$ cat src/rtl/core_driver.sv
// Sequencer between a block-stream source and an AEAD cipher core: walks key, nonce,
// associated data and message blocks into the core, then returns one result word.
module core_driver #(
  parameter int unsigned WAIT_MAX = 1024
) (
  input  logic         clk,
  input  logic         rst,
  input  logic         start,
  input  logic         mode,
  input  logic         s_valid,
  output logic         s_ready,
  input  logic         s_last,
  input  logic [1:0]   s_type,
  input  logic [127:0] s_data,
  output logic         m_valid,
  input  logic         m_ready,
  output logic [127:0] m_data,
  output logic [127:0] core_in,
  output logic         core_ready_i,
  output logic         core_k_n,
  output logic         core_a_p,
  output logic         core_e_d,
  output logic         core_ready_k,
  output logic         core_done,
  output logic         core_term,
  input  logic         core_ready,
  input  logic         core_ready_o,
  input  logic [127:0] core_out,
  output logic         busy,
  output logic         err
);

  localparam int unsigned TW = (WAIT_MAX > 1) ? $clog2(WAIT_MAX) : 1;

  typedef enum logic [3:0] {
    StIdle, StKey, StNonce, StInitWait, StAd, StAdWait,
    StData, StDone, StOut, StFinWait, StTerm, StErr
  } state_e;

  state_e        state_q;
  logic          core_ready_q;
  logic [TW-1:0] tmr_q, tmr_d;
  logic          rise, s_xfer, beat_bad, wait_st, progress, timeout, to_err, start_ok;

  always_comb begin
    s_ready  = 1'b0;
    beat_bad = 1'b0;
    wait_st  = 1'b0;
    progress = 1'b0;
    rise     = core_ready & ~core_ready_q;
    case (state_q)
      StKey: begin
        s_ready  = 1'b1;
        beat_bad = (s_type != 2'b00) || s_last;
      end
      StNonce: begin
        s_ready  = 1'b1;
        beat_bad = (s_type != 2'b01) || s_last;
      end
      StAd: begin
        s_ready  = 1'b1;
        // A message beat here means there is no (more) associated data.
        beat_bad = !((s_type == 2'b11) || (s_type == 2'b10 && !s_last));
      end
      StData: begin
        s_ready  = 1'b1;
        beat_bad = (s_type != 2'b11);
      end
      StInitWait, StAdWait, StFinWait: begin
        wait_st  = 1'b1;
        progress = rise;
      end
      StOut: begin
        wait_st  = 1'b1;
        progress = core_ready_o;
      end
      default: ;
    endcase
    s_xfer   = s_valid & s_ready;
    timeout  = wait_st & ~progress & (tmr_q == TW'(WAIT_MAX - 1));
    to_err   = (s_xfer & beat_bad) | timeout;
    tmr_d    = (wait_st & ~progress) ? tmr_q + 1'b1 : '0;
    start_ok = start & ~m_valid;
  end

  always_ff @(posedge clk or negedge rst) begin
    if (!rst) begin
      state_q      <= StIdle;
      core_ready_q <= 1'b0;
      tmr_q        <= '0;
      core_in      <= '0;
      core_ready_i <= 1'b0;
      core_k_n     <= 1'b0;
      core_a_p     <= 1'b0;
      core_e_d     <= 1'b0;
      core_ready_k <= 1'b0;
      core_done    <= 1'b0;
      core_term    <= 1'b0;
      m_data       <= '0;
      m_valid      <= 1'b0;
      busy         <= 1'b0;
      err          <= 1'b0;
    end else begin
      core_ready_q <= core_ready;
      tmr_q        <= tmr_d;
      core_ready_i <= 1'b0;
      core_done    <= 1'b0;
      core_term    <= 1'b0;
      if (m_valid && m_ready) m_valid <= 1'b0;

      if (to_err) begin
        state_q      <= StErr;
        err          <= 1'b1;
        busy         <= 1'b0;
        core_k_n     <= 1'b0;
        core_a_p     <= 1'b0;
        core_e_d     <= 1'b0;
        core_ready_k <= 1'b0;
      end else begin
        case (state_q)
          StIdle, StErr: begin
            core_ready_k <= 1'b0;
            busy         <= 1'b0;
            if (start_ok) begin
              core_e_d <= mode;
              busy     <= 1'b1;
              err      <= 1'b0;
              state_q  <= StKey;
            end
          end
          StKey: if (s_xfer) begin
            core_in      <= s_data;
            core_k_n     <= 1'b0;
            core_ready_i <= 1'b1;
            state_q      <= StNonce;
          end
          StNonce: if (s_xfer) begin
            core_in      <= s_data;
            core_k_n     <= 1'b1;
            core_ready_i <= 1'b1;
            core_ready_k <= 1'b1;
            state_q      <= StInitWait;
          end
          StInitWait: if (rise) state_q <= StAd;
          StAd: if (s_xfer) begin
            core_in      <= s_data;
            core_ready_i <= 1'b1;
            if (s_type == 2'b10) begin
              core_a_p <= 1'b0;
              state_q  <= StAdWait;
            end else begin
              core_a_p <= 1'b1;
              state_q  <= s_last ? StDone : StData;
            end
          end
          StAdWait: if (rise) state_q <= StAd;
          StData: if (s_xfer) begin
            core_in      <= s_data;
            core_a_p     <= 1'b1;
            core_ready_i <= 1'b1;
            if (s_last) state_q <= StDone;
          end
          StDone: begin
            core_done <= 1'b1;
            state_q   <= StOut;
          end
          StOut: if (core_ready_o) begin
            m_data  <= core_out;
            m_valid <= 1'b1;
            state_q <= StFinWait;
          end
          StFinWait: if (rise) state_q <= StTerm;
          StTerm: begin
            // ready_k and busy drop on the following idle cycle, after the term strobe.
            core_term <= 1'b1;
            state_q   <= StIdle;
          end
          default: state_q <= StIdle;
        endcase
      end
    end
  end

endmodule
$ cat config.mk
export PLATFORM = sky130hd
export DESIGN_NAME = core_driver
export DESIGN_NICKNAME = d
export VERILOG_FILES = /design/src/rtl/core_driver.sv
export SDC_FILE = /design/constraint.sdc
export NUM_CORES = 1
export LEC_CHECK = 0
export CAP_MARGIN = 10
export CELL_PAD_IN_SITES_DETAIL_PLACEMENT = 2
export CELL_PAD_IN_SITES_GLOBAL_PLACEMENT = 2
export CORE_AREA = 2 2 209 211
export CTS_CLUSTER_DIAMETER = 30
export DETAILED_ROUTE_END_ITERATION = 8
export DIE_AREA = 0 0 211 213
export PLACE_DENSITY = 0.87
export SYNTH_ARGS = -nofsm -noshare
export SYNTH_HDL_FRONTEND = slang
export SYNTH_SLANG_ARGS = --single-unit
$ cat constraint.sdc
create_clock -name clk -period 3 [get_ports clk]
set_clock_uncertainty 0.2 [all_clocks]
set_input_delay 0.6 -clock clk [delete_from_list [all_inputs] [get_ports clk]]
set_output_delay 0.6 -clock clk [all_outputs]
set_load 0.02 [all_outputs]
-- Word-level counts from Yosys, hierarchy flattened
Index checks and enable logic that the tools add are counted.
- register bits after elaboration: 281
- input port bits: 267
- logic and storage cells: 126
- add/sub/neg operators: 1
- equality and inequality tests: 25
- muxes and demuxes: 48
- bitwise operators: 11
- reduce and logical (&&, ||, !) cells: 26
- operators by type and width (cell ; number):
    $mux 4 ; 10
    $pmux 4 s9 ; 1
    $mux 1 ; 30
    $ne 3x3->1 const B ; 8
    $eq 4x3->1 const B ; 4
    $eq 4x4->1 const B ; 4
    $reduce_and 3->1 ; 4
    $add 10x1->10 const B ; 1
    $eq 10x10->1 const B ; 1
    $mux 10 ; 1
    $reduce_and 9->1 ; 1
    $reduce_bool 3->1 ; 3
    $eq 4x2->1 const B ; 2
    $pmux 1 s2 ; 4
    $reduce_or 4->1 ; 2
    $and 1x1->1 ; 6
    $reduce_bool 2->1 ; 3
    $eq 2x2->1 const B ; 2
    $eq 4x1->1 const B ; 1
    $logic_not 4->1 ; 1
    $not 1->1 ; 4
    $pmux 1 s4 ; 1
    $reduce_and 2->1 ; 2
    $reduce_or 2->1 ; 2
    9 further kinds ; 13

-- Depth between registers and ports, before layout
- word-level depth: 9
- gate-level depth with buffers: 8
- depth with buffers taken out: 5

-- Worst setup path before layout
OpenSTA, ideal clock, no wires.
- path kind: register to register
- start: reg state_q[1]
- end: reg core_in[100]
- setup time: 0.125 ns
- arrival: 1.811 ns
- data required time: 2.675 ns
- setup slack: 0.864 ns
- stages on the path, launching flop included: 9
- period minus slack after synthesis: 2.136 ns
- cell sequence: dfrtp_1 > buf_6 > or2_4 > mux2i_4 > inv_2 > nand4b_4 > buf_12 > buf_12 > mux2_4
- elaborated cells between the ends (all ways): 23
- those cells by class: eq/ne (8); mux (4); bitwise (7); reduce/logical (4)
- RTL lines (item ; line ; RTL):
    start, declared ; 40 ; state_e state_q;
    start signal, assigned ; 88 ; state_q <= StIdle;
    start signal, assigned ; 112 ; state_q <= StErr;
    start signal, assigned ; 128 ; state_q <= StKey;
    $eq 4x3->1 (tied with other cells) ; 51 ; case (state_q)
    $reduce_or 4->1 (no line) * ; - ;
    $mux 1 * ; 51 ;
    net s_ready ; 11 ; output logic s_ready,
    $and 1x1->1 * ; 79 ; s_xfer = s_valid & s_ready;
    $and 1x1->1 ; 81 ; to_err = (s_xfer & beat_bad) | timeout;
    $or 1x1->1 ; 81 ;
    $not 1->1 (no line) ; - ;
    $reduce_and 3->1 (no line) * ; - ;
    end signal, assigned ; 132 ; core_in <= s_data;
    end signal, assigned ; 138 ; core_in <= s_data;
    end signal, assigned ; 146 ; core_in <= s_data;
    end, declared ; 18 ; output logic [127:0] core_in,
Mark *: on every way through the listed nets, which the timed path passes. The rest lies on a longest branch.
A chain may end at the register's enable or synchronous reset.

-- Worst setup path in the final report
- start: reg state_q[1]
- end: out s_ready
- cells in the longest elaborated chain, start to end: 3
- elaborated cells between the ends (all ways): 6
- those cells by class: eq/ne (4); mux (1); reduce/logical (1)
- ends and longest elaborated chain (item ; line):
    $eq 4x3->1 (tied with other cells) ; 51
    $reduce_or 4->1 (no line) * ; -
    $mux 1 * ; 51
    end, declared ; 11
Every way passes the cells marked *; elsewhere a longest branch is shown, timed or not.

==> run metrics <==
Synth Flop Type dfrtp_1; fraction of layout cells with a size suffix above 1 0.315; CP Max Fanout 2; ys async rst share 1.00; max-cap violations 0; crit path capture type output pin; Die Ht 213 µm; Post-Place Worst Slack 0.0174 ns; CTS H-tree lvls 3; register area share after synthesis 0.610; DRT Pass-1 Iters 4; Top Ports between 500 and 600; Slew headroom 0.446; post-route DRC violation count 0; Int Pwr 17.8 mW; Worst-Margin Slew 0.832 ns; initial antenna violation count 15; Cell Area, Synth 0.0115 mm²; Metal-1 WL 18000 µm; Peak Freq between 300 and 400 MHz; Met3 Wirelength 5220 µm; clock network fraction of design power 0.306; Crit Path Category reg2out; Static Leakage 8.97 nW; count of flip-flops with a built-in enable after synthesis 0; largest net degree at the start of global routing 93; Core ar. between 0.04 and 0.05 mm²; Critical Path AT 2.12 ns; met2 wire length 28000 µm; Antenna Nets Post-Route 0; TritonCTS Buffers 81; number of library cell types mapped by synthesis 51; Final setup viols 0; Fin Setup TNS 0 ns; CP Data Required Time 2.20 ns; vias approximately 8700; port bufs around 530; post-DR wirelength/cell 27.5 µm; post-synth top area share 0.610; Layout Utilization 0.475; vias per cell 4.52; largest family of logic cells by synthesized area multiplexers; Comb power frac 0.434; post-synthesis mux area share 0.288; Cell Pwr Density ~1400 mW/mm²; TritonCTS clock tree yes; CP Launch Type register; Register-to-Register Setup Slack 0.43 ns; filler cell count 3888; Final WS setup 0.0845 ns; compound-gate portion of the synthesized area 0.0234; Root Driver clkbuf_16; min cycle time layout a little under 3 ns; Rows 76; grt total ovfl 0; synthesis warning total 0; die width 211 µm; XOR/XNOR share of the synthesized area 0.00759; Sequential Power Share 0.259; Avg Cell Area, Syn 16.5 µm²; DIE AREA 0.0449 mm²; starting density of the core 0.270; adder-cell area share of the yosys netlist 0.00108; Initial DRC Count 353; Synth Area in Simple Gates 0.0350; Post-Syn Nets 965; leading area contributor after synthesis dfrtp_1; final worst-path cycle share 0.972; R2R Path Start state_q[3]; Crit Reg-Reg Endpoint core_in[2]; CTS Buffer Depth 3; reg2reg path depth 7; worst skew pair latency 0.57 ns; Synth-to-Final Area Change 75.7%; Area contributors post-synth dfrtp_1 (61%), mux2_2 (14%), mux2_4 (14%); first-pass GRT wire length between 70000 and 80000 µm; post-synthesis cell count 697; switching part of the total 0.352; fin nets between 1500 and 2000; Psw 9.65 mW; gr usage total 0.231; worst min path class reg2reg; Highest Signal Layer met5; Peak VDD IR ~0.00067 V; Hold Fails Final Rpt 0; clock-pin slew on the worst setup and hold paths 0.04 ns; RSZ-0062 raised after global routing false; Hold Crit Start err; RD Place Congestion 0.754; Hold EP err; hold depth 1; status finished clean; clk sinks 281; DP Wirelength 33800 µm; Synth Register Bits 281; Pins Over Slew Limit 0; final wirelength 52900 µm; number of global-route vias before repair 10500
[cell type report]
class	instances	area, µm²	share of cell area
timing repair buffer	570	5750	0.284
antenna	11	27.5	0.00136
clock buffer	117	2340	0.116
sequential	281	7030	0.347
tap	546	683	0.0337
multi-input combinational	373	4120	0.203
clock inverter	23	287	0.0141
inverter	6	22.5	0.00111
[registers in the layout, indices dropped and copies added (netlist names)]
register / cells
busy: 1
core_a_p: 1
core_done: 1
core_e_d: 1
core_in: 128
core_k_n: 1
core_ready_i: 1
core_ready_k: 1
core_ready_q: 1
core_term: 1
err: 1
m_data: 128
m_valid: 1
state_q: 4
tmr_q: 10
[synth_stat cells, types with 3 or more instances]
cell type  count
nand2_1        9
nand3_1        7
mux2_2       147
o21ai_0        5
a21o_1         4
a21oi_1        7
nand2b_1       7
buf_2         17
nor2_1        23
buf_12        11
buf_6          4
xor2_1         9
and3_1         3
mux2_4       108
o21bai_1       3
nor2b_1        3
dfrtp_1      281
inv_1          5
[power by group through the flow]
stage / registers [mW] / clock network, mW / logic, mW
after floorplan: 8.85 / 0 / 4.25
after global placement: 6.72 / 0 / 11.2
after detailed placement: 6.93 / 0 / 11.7
after CTS: 7.10 / 8.57 / 12.0
after global routing: 7.29 / 8.78 / 12.5
final: 7.11 / 8.40 / 11.9
[critical path: stages (launching register included)]
cell             delay [ns]
dfrtp_1                0.37
or2_4                  0.26
mux2i_4                0.20
inv_2                  0.09
clkdlybuf4s50_1        0.61
[cell families (layout without fill, tap and decap cells)]
logic type	count (synthesis)	after routing
compound gates	33	33
xor+xnor	10	10
fa+ha+maj	1	1
buf+inv	43	716
flops	281	281
mux	258	258
other cells	0	11
simple gates	71	71
[layer usage]
| layer | vias up | GRT usage |
|---|---|---|
| met4 | 8 | 0.0957 |
| met5 | - | 0 |
| met2 | 451 | 0.417 |
| met3 | 103 | 0.110 |
| met1 | 4423 | 0.225 |
| li1 | 3729 | - |
[worst max path at each step]
stage	depth (start not counted)	end	startpoint	slack (ns)
6_report	4	s_ready	state_q[1]	0.08
3_3_place_gp	7	core_in[123]	s_type[0]	0.10
3_5_place_dp	7	core_in[123]	s_type[0]	0.02
5_1_grt	4	s_ready	state_q[1]	0.001
4_1_cts	4	s_ready	state_q[1]	0.01
2_1_floorplan	8	core_in[100]	state_q[1]	0.86
[layout by cell type, fill, tap and decap left out, types with 3 or more instances in the layout]
cell type	count
clkbuf_16	82
a21o_1	4
mux2_2	147
inv_1	5
clkdlybuf4s50_1	532
nand2_1	9
nand2b_1	7
nand3_1	6
xor2_1	9
o21bai_1	3
clkbuf_1	19
o21ai_0	5
clkbuf_8	16
mux2_4	108
clkinv_2	13
dfrtp_1	280
buf_4	26
a21oi_1	7
nor2_1	22
and3_1	3
diode_2	11
buf_12	10
bufinv_16	6
[through the flow]
| stage | power, mW | instance area (µm²) | hold slack (ns) | instances |
|---|---|---|---|---|
| after floorplan | 13.1 | 11500 | 0.104 | 697 |
| after global placement | 17.9 | 17600 | 0.268 | 1775 |
| after detailed placement | 18.6 | 17600 | 0.278 | 1775 |
| after CTS | 27.7 | 20200 | 0.278 | 1916 |
| after global routing | 28.5 | 20300 | 0.298 | 1926 |
| final | 27.4 | 20300 | 0.279 | 1927 |
[repair_timing]
item	4_1_cts	5_1_grt
setup buffers	0	0
pin swaps	0	0
hold buffers	1	0
hold endpoints to repair	77	0
resized for setup	2	2
endpoints found under the setup margin	1	1
Power figures use the tool's default switching activity.
